$ cat src/rtl/countdown_timer.sv
// Loadable prescaled down-counter with terminal-count pulse,
// sticky expired flag and optional auto-reload.
//
// Ports:
//   clk, rst       clock (rising edge), async active-high reset
//   load_valid     load request; accepted when load_ready is high
//   load_value     value for count and the reload register
//   load_ready     high unless running
//   prescale       tick every prescale+1 clk cycles while running
//   auto_reload    on terminal count, reload and keep running
//   start, stop    begin/resume and pause; stop wins over start
//   count          current count value
//   busy           timer is running
//   tc_pulse       one-cycle pulse on terminal count
//   expired        sticky; set by one-shot terminal count, cleared by load
module countdown_timer #(
  parameter int WIDTH      = 16,
  parameter int PRESCALE_W = 16
) (
  input  logic                  clk,
  input  logic                  rst,
  input  logic                  load_valid,
  input  logic [WIDTH-1:0]      load_value,
  output logic                  load_ready,
  input  logic [PRESCALE_W-1:0] prescale,
  input  logic                  auto_reload,
  input  logic                  start,
  input  logic                  stop,
  output logic [WIDTH-1:0]      count,
  output logic                  busy,
  output logic                  tc_pulse,
  output logic                  expired
);

  typedef enum logic [1:0] {
    IDLE  = 2'd0,
    ARMED = 2'd1,
    RUN   = 2'd2,
    DONE  = 2'd3
  } state_t;

  state_t                  state;
  state_t                  state_n;
  logic [WIDTH-1:0]        count_n;
  logic [WIDTH-1:0]        reload;
  logic [WIDTH-1:0]        reload_n;
  logic [PRESCALE_W-1:0]   pc;
  logic [PRESCALE_W-1:0]   pc_n;
  logic                    tc_n;
  logic                    expired_n;
  logic                    take;
  logic                    tick;
  logic                    at_one;
  logic                    can_reload;

  assign load_ready = (state != RUN);
  assign busy       = (state == RUN);
  assign take       = load_valid && load_ready;

  // prescale is sampled live; if it drops below pc the
  // prescaler simply wraps through its full range.
  assign tick       = (pc == prescale);
  assign at_one     = (count == WIDTH'(1));
  assign can_reload = auto_reload && (reload != '0);

  always_ff @(posedge clk or posedge rst) begin
    if (rst) begin
      state    <= IDLE;
      count    <= '0;
      reload   <= '0;
      pc       <= '0;
      tc_pulse <= 1'b0;
      expired  <= 1'b0;
    end else begin
      state    <= state_n;
      count    <= count_n;
      reload   <= reload_n;
      pc       <= pc_n;
      tc_pulse <= tc_n;
      expired  <= expired_n;
    end
  end

  always_comb begin
    state_n   = state;
    count_n   = count;
    reload_n  = reload;
    pc_n      = pc;
    tc_n      = 1'b0;
    expired_n = expired;

    if (take) begin
      // A load in the same cycle as start wins; start is dropped.
      count_n   = load_value;
      reload_n  = load_value;
      pc_n      = '0;
      expired_n = 1'b0;
      state_n   = ARMED;
    end else begin
      unique case (state)
        ARMED: begin
          if (start && !stop)
            state_n = RUN;
        end
        RUN: begin
          if (stop) begin
            // Pause: count and prescaler phase are frozen.
            state_n = ARMED;
          end else if (count == '0) begin
            // Started from a zero load: expire at once,
            // without waiting for a prescaler tick.
            tc_n      = 1'b1;
            expired_n = 1'b1;
            state_n   = DONE;
          end else if (tick) begin
            pc_n = '0;
            if (at_one) begin
              tc_n = 1'b1;
              if (can_reload) begin
                count_n = reload;
              end else begin
                count_n   = '0;
                expired_n = 1'b1;
                state_n   = DONE;
              end
            end else begin
              count_n = count - WIDTH'(1);
            end
          end else begin
            pc_n = pc + PRESCALE_W'(1);
          end
        end
        IDLE, DONE: begin
        end
        default: begin
          state_n = IDLE;
        end
      endcase
    end
  end

endmodule
$ cat config.mk
export PLATFORM = sky130hd
export DESIGN_NAME = countdown_timer
export DESIGN_NICKNAME = d
export VERILOG_FILES = /design/src/rtl/countdown_timer.sv
export SDC_FILE = /design/constraint.sdc
export NUM_CORES = 1
export LEC_CHECK = 0
export CAP_MARGIN = 20
export CORE_ASPECT_RATIO = 1.75
export CORE_UTILIZATION = 28
export CTS_CLUSTER_SIZE = 14
export DETAILED_ROUTE_END_ITERATION = 6
export PLACE_DENSITY = 0.54
export SYNTH_ARGS = -nofsm -noshare
export SYNTH_HDL_FRONTEND = slang
export SYNTH_SLANG_ARGS = --single-unit
$ cat constraint.sdc
create_clock -name clk -period 2.66 [get_ports clk]
set_clock_uncertainty 0.15 [all_clocks]
set_input_delay 0.532 -clock clk [delete_from_list [all_inputs] [get_ports clk]]
set_output_delay 0.532 -clock clk [all_outputs]
set_load 0.005 [all_outputs]
==> results.py, run 1 <==
metrics = {
    "floorplanning": {
        "start_util_pct": 28.9,
        "io_pins": 58,
        "core_sq_mm": 0.0107,
        "die_h_microns": 141,
        "fp.dieW_microns": 81.5,
        "row_count": 50,
        "dieArea_sq_mm": 0.0115,
    },
    "yosys": {
        "yosys_most_used_dff": "dfrtp_1",
        "ys_ff_latch": 52,
        "synthXorXnorAreaFrac_pct": 9.05,
        "synth_edf_count": 0,
        "synth_cells": 363,
        "synthAdderAreaFrac_pct": 1.21,
        "synth_compound_area_share_pct": 13.5,
        "synth_warnings": 0,
        "synthMuxAreaShare_pct": 1.29,
        "syn_area_sq_mm": 0.00310,
        "yosys.area_share.simple_pct": 28.6,
        "synth_top_family_by_area": "simple AND/OR/NAND/NOR gates",
        "synth.avg_cell_area_sq_um": 8.53,
        "synthesis.nets": 404,
        "synth_seq_area_share_pct": 42.0,
        "synth.distinct_cells": 46,
        "async_flop_share_pct": 100,
    },
    "timing": {
        "rsz0062_at_grt": "false",
        "worstMarginPinSlew_ns": 0.611,
        "fmaxAchievable_mhz": 394,
        "maxSlewHeadroom_pct": 58.9,
        "hold_viol": 0,
        "slew_viol_final": 0,
        "setup_viol": 0,
        "period_needed_ns": 2.54,
        "period_share_pct": 95.4,
    },
    "drt": {
        "ant_nets": 0,
        "via_count": 3021,
        "wl_met1_microns": 3720,
        "wirelength_microns": 10100,
        "route.met2.wl_microns": 5370,
        "viasPerCell": 5.13,
        "wl_met3_microns": 397,
        "detail_route.wl_per_cell_microns": 17.1,
        "routed.top_layer": "met4",
        "drc": 0,
        "dr.first_iter.drc_count": 141,
        "firstDrtPassIters": 4,
    },
    "cts": {
        "htree_levels": 2,
        "clk_pin_slew_worst_paths_ns": 0.07,
        "numCtsBuffers": 5,
        "root_buffer": "clkbuf_16",
        "cts_buffer_depth": 2,
        "cts.sinks": 52,
        "cts_tree": "built",
        "hold_buffers": 0,
        "clk_latency_ns": 0.30,
    },
    "power_and_ir_drop": {
        "power_uw": 2290,
        "internal-power_uw": 1600,
        "pwr-share-clk_pct": 29.7,
        "leakagePower_uw": 0.00187,
        "seqPwrFrac_pct": 40.6,
        "combPwrFrac_pct": 29.7,
        "switching_share_pct": 30.0,
        "cellPowerDensity_mw_per_mm2": 534,
        "switchingPower_uw": 688,
        "worst_ir_drop_vdd_mv": 0.276,
    },
    "setup_path": {
        "crit_fanout": 18,
        "cp.buffers_inverters": 3,
        "critical_path_arrival_ns": 2.57,
        "cp_num_cells": 9,
        "crit_chain": "inv_1 -> ha_1 -> or4b_1 -> or4_4 -> a21oi_4 -> a21oi_2 -> buf_12 -> buf_4 -> a32o_1",
        "path_delay_family": "simple AND/OR/NAND/NOR gates",
        "crit_type": "flip-flop to flip-flop",
        "start_kind": "flip-flop",
        "slowest_stage": "or4_4",
        "crit_required_ns": 2.70,
        "reg2reg_slack_ns": 0.12,
        "rr_worst_depth": 9,
        "end_kind": "flip-flop",
        "slowest_delay_ns": 0.45,
    },
    "placement": {
        "dp_hpwl_microns": 7680,
        "gp_congestion": 0.965,
        "dpl.cell_count": 581,
        "io_buffers": 57,
    },
    "status": {
        "outcome": "finished clean",
    },
    "global_routing": {
        "grt_pass1_wl_microns": 15600,
        "grt_max_degree": 32,
        "overflow": 0,
        "track_usage_pct": 18.3,
        "grt_pass1_vias": 3085,
        "grt_antenna_before_repair": 0,
    },
    "layout": {
        "layout_commonest_cell": "nand2_1",
        "instances_no_fill": 589,
        "fill_cells": 1072,
        "diodes": 0,
        "layout_common_cells": "nand2_1, clkdlybuf4s50_1, dfrtp_1",
        "area.growth.synth_to_final_pct": 38.7,
        "fin_nets": 499,
        "drive_above_1_share_pct": 14.4,
    },
    "min_path": {
        "hp-class": "flip-flop to flip-flop",
        "hold_depth": 2,
    },
    "job": {
        "cap_violations": 0,
    },
}
metal layers:
metal,vias up,global-route usage [%]
li1,1468,-
met1,1405,18.5
met2,108,33.5
met3,40,2.33
met4,0,12.0
met5,-,0
cell usage after synthesis, types with 3 or more instances:
cell type   n  area share (%)
nand2_1    72             8.7
dfrtp_1    52              42
nor2_1     31             3.8
xor2_1     22             6.2
o21ai_0    18             2.9
a21oi_1    16             2.6
nand3_1    15             2.4
nor3_1     14             2.3
nor4_1     13             2.6
xnor2_1    10             2.8
nand4_1     9             1.8
clkbuf_1    8            0.97
nand2b_1    8             1.6
inv_1       7            0.85
a31oi_1     4            0.81
and2_1      4            0.81
buf_6       4             1.5
mux2i_1     4             1.3
or3_1       4            0.81
a32o_1      3            0.97
buf_2       3            0.48
ha_1        3             1.2
nor3b_1     3            0.73
o31ai_1     3            0.73
or4_1       3            0.73
sequential cells by signal, summed over array words and instances (netlist names):
| signal | flops |
|---|---|
| count | 16 |
| pc | 16 |
| reload | 16 |
| state | 2 |
| tc_pulse | 1 |
| expired | 1 |
worst paths after layout:
check | startpoint | endpoint
worst max-delay path | count[1] | count[3]
worst max register to register | count[1] | count[3]
worst min register to register | reload[5] | reload[5]
min in group asynchronous | rst | pc[8]
max in group asynchronous | rst | reload[12]
worst min-delay path | reload[5] | reload[5]
what timing repair did:
action	CTS	global route
gates resized for setup	0	2
setup endpoints to repair	0	14
setup buffers	0	0
worst reg2reg max path, cell delays in order, from the launching register on:
cell and delay (ns):
dfrtp_1 0.39, inv_1 0.08, ha_1 0.17, or4b_1 0.44, or4_4 0.45, a21oi_4 0.17, a21oi_2 0.06, buf_12 0.16
buf_4 0.14, a32o_1 0.21
power by group through the flow:
stage                     logic, uW  clock network (uW)  registers (uW)
after floorplan                 259                   0             965
after global placement          672                   0             942
after detailed placement        677                   0             944
after CTS                       681                 703             929
after global routing            740                 726             939
final                           680                 681             931
cell type report:
cell class / instances / area (sq um) / share of cell area (%)
Clock buffer: 6 / 139 / 3.23
Clock inverter: 2 / 15.0 / 0.350
Inverter: 7 / 26.3 / 0.612
Multi-Input combinational cell: 286 / 1670 / 39.0
Sequential cell: 52 / 1300 / 30.3
Tap cell: 130 / 163 / 3.79
Timing Repair Buffer: 106 / 976 / 22.7
logic make-up (layout without fill, tap and decap cells):
| group | Yosys count | count (layout) |
|---|---|---|
| simple gates | 185 | 185 |
| compound gates | 62 | 62 |
| fa+ha+maj | 3 | 3 |
| mux | 4 | 4 |
| flops | 52 | 52 |
| xor+xnor | 32 | 32 |
| buf+inv | 25 | 121 |
per-stage QoR:
step	setup WS [ns]	utilization, %	hold slack (ns)	setup TNS (ns)	cell area [sq um]
floorplan	0.143	-	0.311	0	3100
global placement	-0.0318	38.6	0.342	-0.0518	4130
detailed placement	-0.0796	38.6	0.338	-0.200	4130
CTS	0.0689	40.0	0.356	0	4280
global route	0.0136	40.1	0.383	0	4290
finish	0.124	40.1	0.354	0	4290
Power figures use the tool's default switching activity.
==> run 2, diff against run 1 <==
--- a/config.mk
+++ b/config.mk
@@ -7,9 +7,11 @@
 export LEC_CHECK = 0
 export CAP_MARGIN = 20
 export CORE_ASPECT_RATIO = 1.75
+export CORE_MARGIN = 2
 export CORE_UTILIZATION = 28
 export CTS_CLUSTER_SIZE = 14
 export DETAILED_ROUTE_END_ITERATION = 6
+export MAX_ROUTING_LAYER = met4
 export PLACE_DENSITY = 0.54
 export SYNTH_ARGS = -nofsm -noshare
 export SYNTH_HDL_FRONTEND = slang
==> results.py, run 2 (synthesis gave the netlist of run 1 again) <==
metrics = {
    "status": {
        "outcome": "finished clean",
    },
    "layout": {
        "drive_above_1_share_pct": 16.4,
        "area.growth.synth_to_final_pct": 41.6,
        "fin_nets": 504,
        "post-route-cell-area_sq_mm": 0.00438,
        "fill_cells": 1105,
        "instances_no_fill": 593,
        "layout_commonest_cell": "nand2_1",
        "diodes": 0,
        "layout_common_cells": "nand2_1, clkdlybuf4s50_1, dfrtp_1",
        "largestRegisters": "count x16, pc x16, reload x16",
        "multi_input_area_sq_mm": 0.00170,
        "final-seq-area_sq_mm": 0.00130,
    },
    "setup_path": {
        "reg2reg_slack_ns": 0.09,
        "crit_chain": "inv_1 -> ha_2 -> or4b_4 -> or4_4 -> a21oi_4 -> a21oi_2 -> buf_6 -> buf_4 -> a22o_1",
        "crit_fanout": 12,
        "critical_path_arrival_ns": 2.60,
        "r2r-start": "count[1]",
        "path_delay_family": "simple AND/OR/NAND/NOR gates",
        "cp.buffers_inverters": 3,
        "start_kind": "flip-flop",
        "slowest_stage": "or4_4",
        "crit_required_ns": 2.70,
        "rr_endpoint": "count[8]",
        "slowest_delay_ns": 0.46,
        "end_kind": "flip-flop",
        "rr_worst_depth": 9,
        "crit_type": "flip-flop to flip-flop",
    },
    "floorplanning": {
        "die_h_microns": 143,
        "row_count": 50,
        "fp.dieW_microns": 83.5,
        "start_util_pct": 28.8,
        "io_pins": 58,
        "dieArea_sq_mm": 0.0119,
        "core_sq_mm": 0.0108,
    },
    "drt": {
        "via_count": 3082,
        "dr.first_iter.drc_count": 156,
        "detail_route.wl_per_cell_microns": 16.9,
        "ant_nets": 0,
        "wirelength_microns": 10000,
        "viasPerCell": 5.20,
        "drc": 0,
        "firstDrtPassIters": 4,
    },
    "min_path": {
        "hp-class": "input pin to async pin",
    },
    "power_and_ir_drop": {
        "leakagePower_uw": 0.00192,
        "cellPowerDensity_mw_per_mm2": 558,
        "worst_ir_drop_vdd_mv": 0.268,
    },
    "job": {
        "cap_violations": 0,
    },
    "timing": {
        "period_share_pct": 96.5,
        "worstMarginPinSlew_ns": 0.484,
        "setup_viol": 0,
        "fmaxAchievable_mhz": 390,
        "period_needed_ns": 2.57,
        "hold_viol": 0,
        "maxSlewHeadroom_pct": 67.5,
        "slew_viol_final": 0,
    },
    "global_routing": {
        "grt_max_degree": 27,
        "grt_pass1_wl_microns": 16000,
        "track_usage_pct": 17.5,
        "overflow": 0,
        "grt_pass1_vias": 3138,
        "grt_antenna_before_repair": 0,
    },
    "placement": {
        "gp_congestion": 0.876,
        "dp_hpwl_microns": 7790,
        "io_buffers": 57,
        "dpl_cell_area_sq_mm": 0.00415,
        "dpl.cell_count": 586,
    },
    "cts": {
        "cts.sinks": 52,
        "root_buffer": "clkbuf_16",
        "htree_levels": 2,
        "clk_latency_ns": 0.29,
        "numCtsBuffers": 5,
        "cts_buffer_depth": 2,
        "clk_pin_slew_worst_paths_ns": 0.07,
        "cts_tree": "built",
    },
}
==> run 2: where the power goes <==
group	internal (uW)	switching, uW	total (uW)
clock	534	295	829
sequential	870	59.5	929
combinational	366	320	685
total	1770	674	2440
==> run 2: metrics by stage <==
stage	setup WS (ns)	utilization, %	hold slack, ns	power (uW)	TNS (ns)
detailed placement	-0.115	38.6	0.346	1620	-0.390
CTS	0.000203	40.3	0.335	2460	0
finish	0.0931	40.7	0.328	2440	0
global route	-0.0339	40.7	0.346	2560	-0.0901
floorplan	0.143	-	0.311	1220	0
global placement	-0.0981	38.6	0.339	1610	-0.652
==> run 2: how the worst max path moves through the flow <==
stage | start | to | slack, ns | depth (start not counted)
after global routing | count[1] | count[8] | -0.03 | 9
after detailed placement | prescale[15] | count[0] | -0.11 | 8
after CTS | count[1] | count[8] | 0.0002 | 9
after floorplan | count[0] | count[12] | 0.14 | 9
after global placement | prescale[1] | count[0] | -0.1 | 9
final | count[1] | count[8] | 0.09 | 9
==> run 2: worst reg2reg max path, cell delays in order, from the launching register on <==
cell and delay (ns):
dfrtp_1 0.38, inv_1 0.08, ha_2 0.18, or4b_4 0.45
or4_4 0.46, a21oi_4 0.15, a21oi_2 0.06, buf_6 0.16
buf_4 0.18, a22o_1 0.21
==> run 2: routing by layer <==
layer	wire [microns]	global-route usage, %	vias to the layer above
met5	0	-	-
met4	354	7.64	0
met3	307	2.14	27
met2	5510	32.4	85
met1	3870	18.6	1493
li1	-	-	1477
==> run 2: cell type report <==
type                            count  area share [%]
Timing Repair Buffer              111            23.0
Sequential cell                    52            29.7
Inverter                            7           0.600
Clock buffer                        5            2.86
Clock inverter                      2            1.37
Tap cell                          130            3.71
Multi-Input combinational cell    286            38.7
==> run 2: repair_timing <==
item / in CTS / in global routing
hold buffers: 0 / 0
gates resized for setup: 1 / 11
endpoints found under the setup margin: 1 / 14
buffers inserted: 0 / 0
pin swaps: 0 / 1
